File: config.mk
export PLATFORM = sky130hd
export DESIGN_NAME = otf_digit_converter
export DESIGN_NICKNAME = d
export VERILOG_FILES = /design/src/rtl/otf_digit_converter.sv
export SDC_FILE = /design/constraint.sdc
export NUM_CORES = 1
export LEC_CHECK = 0
export BUFFER_PORTS_ARGS = -buffer_cell sky130_fd_sc_hd__buf_2
export CAP_MARGIN = 20
export CORE_ASPECT_RATIO = 0.75
export CORE_UTILIZATION = 59
export DETAILED_ROUTE_END_ITERATION = 6
export GPL_ROUTABILITY_DRIVEN = 1
export PLACE_DENSITY = 0.87
export SLEW_MARGIN = 15
export SYNTH_ARGS = -nofsm -noshare
export SYNTH_HDL_FRONTEND = slang
export SYNTH_SLANG_ARGS = --single-unit
File: constraint.sdc
create_clock -name clk -period 4.2 [get_ports clk]
set_clock_uncertainty 0.05 [all_clocks]
set_input_delay 0.21 -clock clk [delete_from_list [all_inputs] [get_ports clk]]
set_output_delay 0.21 -clock clk [all_outputs]
set_load 0.05 [all_outputs]
File: src/rtl/otf_digit_converter.sv
// On-the-fly converter: turns an MSB-first radix-2 signed-digit stream
// (plus/minus encoding) into a two's-complement integer without a
// carry-propagate adder. It keeps Q and QM = Q-1 and selects between them
// on every digit.
module otf_digit_converter #(
    parameter int unsigned bits   = 64,
    parameter int unsigned digits = 63
) (
    input  logic            clk,
    input  logic            reset,
    input  logic            start,
    input  logic            digit_valid,
    input  logic            digit_plus,
    input  logic            digit_minus,
    output logic            digit_ready,
    output logic [bits-1:0] result,
    output logic            result_valid,
    input  logic            result_ready,
    output logic            sign,
    output logic            busy
);

    localparam int unsigned CntW = (digits < 1) ? 1 : $clog2(digits + 1);
    localparam logic [CntW-1:0] LastCnt = CntW'(digits - 1);

    typedef enum logic [1:0] {
        StIdle,
        StConvert,
        StDone
    } state_e;

    state_e            state_q;
    logic [bits-1:0]   q_q;
    logic [bits-1:0]   qm_q;
    logic [CntW-1:0]   cnt_q;
    logic [bits-1:0]   q_nxt;
    logic [bits-1:0]   qm_nxt;
    logic              q_pos;
    logic              q_neg;
    logic              accept;

    // 00 and 11 both decode to a zero digit.
    assign q_pos  = digit_plus & ~digit_minus;
    assign q_neg  = ~digit_plus & digit_minus;
    assign accept = digit_valid & digit_ready;

    // Candidate Q/QM after appending the incoming digit.
    always_comb begin
        q_nxt  = {q_q[bits-2:0], 1'b0};
        qm_nxt = {qm_q[bits-2:0], 1'b1};
        if (q_pos) begin
            q_nxt  = {q_q[bits-2:0], 1'b1};
            qm_nxt = {q_q[bits-2:0], 1'b0};
        end else if (q_neg) begin
            q_nxt  = {qm_q[bits-2:0], 1'b1};
            qm_nxt = {qm_q[bits-2:0], 1'b0};
        end
    end

    // Control FSM with datapath registers and registered handshake outputs.
    always_ff @(posedge clk or posedge reset) begin
        if (reset) begin
            state_q      <= StIdle;
            q_q          <= '0;
            qm_q         <= '1;
            cnt_q        <= '0;
            digit_ready  <= 1'b0;
            result_valid <= 1'b0;
            busy         <= 1'b0;
        end else begin
            unique case (state_q)
                StIdle: begin
                    if (start) begin
                        q_q         <= '0;
                        qm_q        <= '1;
                        cnt_q       <= '0;
                        digit_ready <= 1'b1;
                        busy        <= 1'b1;
                        state_q     <= StConvert;
                    end
                end
                StConvert: begin
                    if (accept) begin
                        q_q   <= q_nxt;
                        qm_q  <= qm_nxt;
                        cnt_q <= cnt_q + CntW'(1);
                        if (cnt_q == LastCnt) begin
                            digit_ready  <= 1'b0;
                            result_valid <= 1'b1;
                            state_q      <= StDone;
                        end
                    end
                end
                StDone: begin
                    if (result_ready) begin
                        result_valid <= 1'b0;
                        busy         <= 1'b0;
                        state_q      <= StIdle;
                    end
                end
                default: begin
                    digit_ready  <= 1'b0;
                    result_valid <= 1'b0;
                    busy         <= 1'b0;
                    state_q      <= StIdle;
                end
            endcase
        end
    end

    assign result = q_q;
    assign sign   = q_q[bits-1];

endmodule

==> impl_metrics.yaml <==
run_status:
  status: "complete, but fails checks"
  violations: "DRC"
timing:
  final-hold-violation-count: 0
  tns_ns: 0
  worstMarginPinSlew_ns: 1.124
  slew_headroom_pct: 25.04
  fmax_mhz: 426.7
  setup-violations-final: 0
  drv_slew: 0
  period_share_pct: 55.80
  rsz0062_at_grt: "false"
  fin_crit_ns: 2.344
flow_run:
  cap_viol_max_count: 0
finish:
  nets: 585
  final_area_um2: 7681
  antennaDiodeCount: 0
  fillers: 787
  multi_input_area_um2: 2869
  ff_latch_area_um2: 3532
  mostFrequentLayoutCell: "mux2i_1"
  final_cell_mix: "mux2i_1, dfrtp_1, buf_2"
  drive_gt1_share_pct: 32.03
  syn_to_final_growth_pct: 14.45
  post-route-util_pct: 69.94
clock_network:
  clk_pin_slew_ns: 0.06
  post_cts_resize_count: 0
  cts.sinks: 138
  cts_setup_buffers: 0
  numCtsBuffers: 17
  clockRootBuffer: "clkbuf_16"
  cts_buffer_depth: 2
  cts-htree-levels: 4
  cts_tree: "done"
  clkLatencyLatePin_ns: 0.41
  holdBufCountCts: 1
global_routing:
  antenna_found_initial: 0
  grt_overflow: 0
  grt_pass1_vias: 4763
  grt_usage_pct: 27.01
  grt_pass1_wl_mm: 24.77
  grt_max_degree: 88
placed_design:
  port_buffers: 74
  dp.final_hpwl_mm: 8.459
  gp_congestion: 0.7606
  post_dp_cell_area_um2: 7024
yosys:
  synth_nets: 534
  ys_seq_area_share_pct: 52.63
  syn_area_per_cell_um2: 12.83
  async_flop_share_pct: 100.0
  syn_inst: 523
  synth_edf_count: 0
  synth_top_flop_cell: "dfrtp_1"
  synthTopCellsByArea: "dfrtp_1, dfstp_2, mux2i_1, o2bb2ai_1, a2bb2oi_1"
  synth.largest_area_cell: "dfrtp_1"
  ys_warn_count: 0
  ys_ff_latch: 138
  synth_top_cell_area_share_pct: 27.96
  synth_area_um2: 6711
  yosys.cell_types.count: 40
detailed_routing:
  wire_per_inst_um: 20.92
  drtPass1Iterations: 7
  vias: 4679
  route.detailed.drc: 10
  drt_iter0_drc: 390
  drtAntennaViolNets: 0
  drt_wl_total_mm: 15.21
  vias_per_cell: 6.436
critical_path:
  crit_end: "qm_q[42]"
  crit_start: "state_q[0]"
  cp-start-kind: "flip-flop"
  critical_path_arrival_ns: 2.62
  r2r_slack_ns: 1.86
  worstSetupPathType: "reg2reg"
  r2r_cells: 3
  end_kind: "flip-flop"
  cp_max_fo: 49
  crit_chain: "or3b_1 -> nand2_4 -> a2bb2oi_1"
  r2r_end: "qm_q[42]"
  cp.required_ns: 4.47
  r2r_start: "state_q[0]"
  crit_slowest_cell: "or3b_1"
  slowest_delay_ns: 0.76
pwr:
  power.density_nw_per_um2: 689.8
  p_leak_nw: 3.545
  ir_drop_v: 0.0004108
floorplan:
  core_um2: 10980
  start_util_pct: 61.11
  boundaryPins: 75
  row_count: 33
  die_area_um2: 11810
  die_x_um: 125.2
  die_h_um: 94.37
min_path:
  hold_path_class: "in2reg"
## layer usage
layer / GRT usage (%) / wire, um / vias up
li1: - / - / 2109
met1: 36.23 / 6792 / 2420
met2: 44.69 / 7537 / 131
met3: 5.042 / 697 / 19
met4: 9.451 / 183 / 0
met5: 0 / 0 / -
## sequential cells by signal, indices dropped and copies added (netlist names)
| register | cells |
|---|---|
| busy | 1 |
| cnt_q | 6 |
| digit_ready | 1 |
| qm_q | 63 |
| result | 64 |
| result_valid | 1 |
| state_q | 2 |
## synth_stat cells (all sizes together), types with 2 or more instances
cell and number:
a211oi 14, a21oi 5, a2bb2oi 48, a31oi 2, buf 39, clkbuf 10
dfrtp 75, dfstp 63, ha 4, inv 8, mux2i 111, nand2 6
nand2b 2, nand3 18, nor2 4, nor2b 15, o21ai 19, o2bb2ai 63
o311ai 2, o41ai 2, or3 2
## worst min-delay path by stage
stage	slack (ns)	cells past startpoint	start	endpoint
floorplan	0.33	3	result_ready	result_valid
global placement	0.41	2	qm_q[0]	qm_q[0]
detailed placement	0.42	2	qm_q[0]	qm_q[0]
CTS	0.03	4	result_ready	result_valid
global route	0.09	4	result_ready	result_valid
finish	0.04	4	result_ready	result_valid
## through the flow
stage                     setup WS, ns  std cells  power, mW  hold WS, ns
after detailed placement         1.927        694      3.642       0.4168
after floorplan                 0.3481        523      3.261       0.3328
after CTS                        1.876        727      5.306      0.02869
after global routing             1.734        727      5.502      0.08637
final                            1.856        727      5.298      0.04225
after global placement           1.977        694      3.564       0.4055
## cells by family (layout without fill, tap and decap cells)
| family | Yosys count | count (layout) | synth area share (%) |
|---|---|---|---|
| fa+ha+maj | 4 | 4 | 0.7457 |
| buf+inv | 57 | 121 | 4.940 |
| mux | 111 | 111 | 16.55 |
| compound gates | 160 | 160 | 19.97 |
| flops | 138 | 138 | 52.63 |
| simple gates | 53 | 53 | 5.164 |
## final cells by class
| cell class | instances | area share [%] |
|---|---|---|
| multi-input combinational | 328 | 37.35 |
| tap | 140 | 2.281 |
| clock inverter | 8 | 2.150 |
| clock buffer | 24 | 6.271 |
| timing repair buffer | 81 | 5.538 |
| inverter | 8 | 0.4235 |
| sequential | 138 | 45.98 |
## power by group
group	switching (mW)	internal (mW)
clock	0.539	1.10
combinational	1.02	0.518
sequential	0.352	1.77
total	1.91	3.39
## critical path: cells and delay by family (launching register included)
family | cells | cell delay [ns]
AO/OA/AOI/OAI | 1 | 0.27
AND/OR/NAND/NOR | 2 | 1.40
flip-flops | 1 | 0.52
No activity file was read; power rests on OpenSTA's default activity.
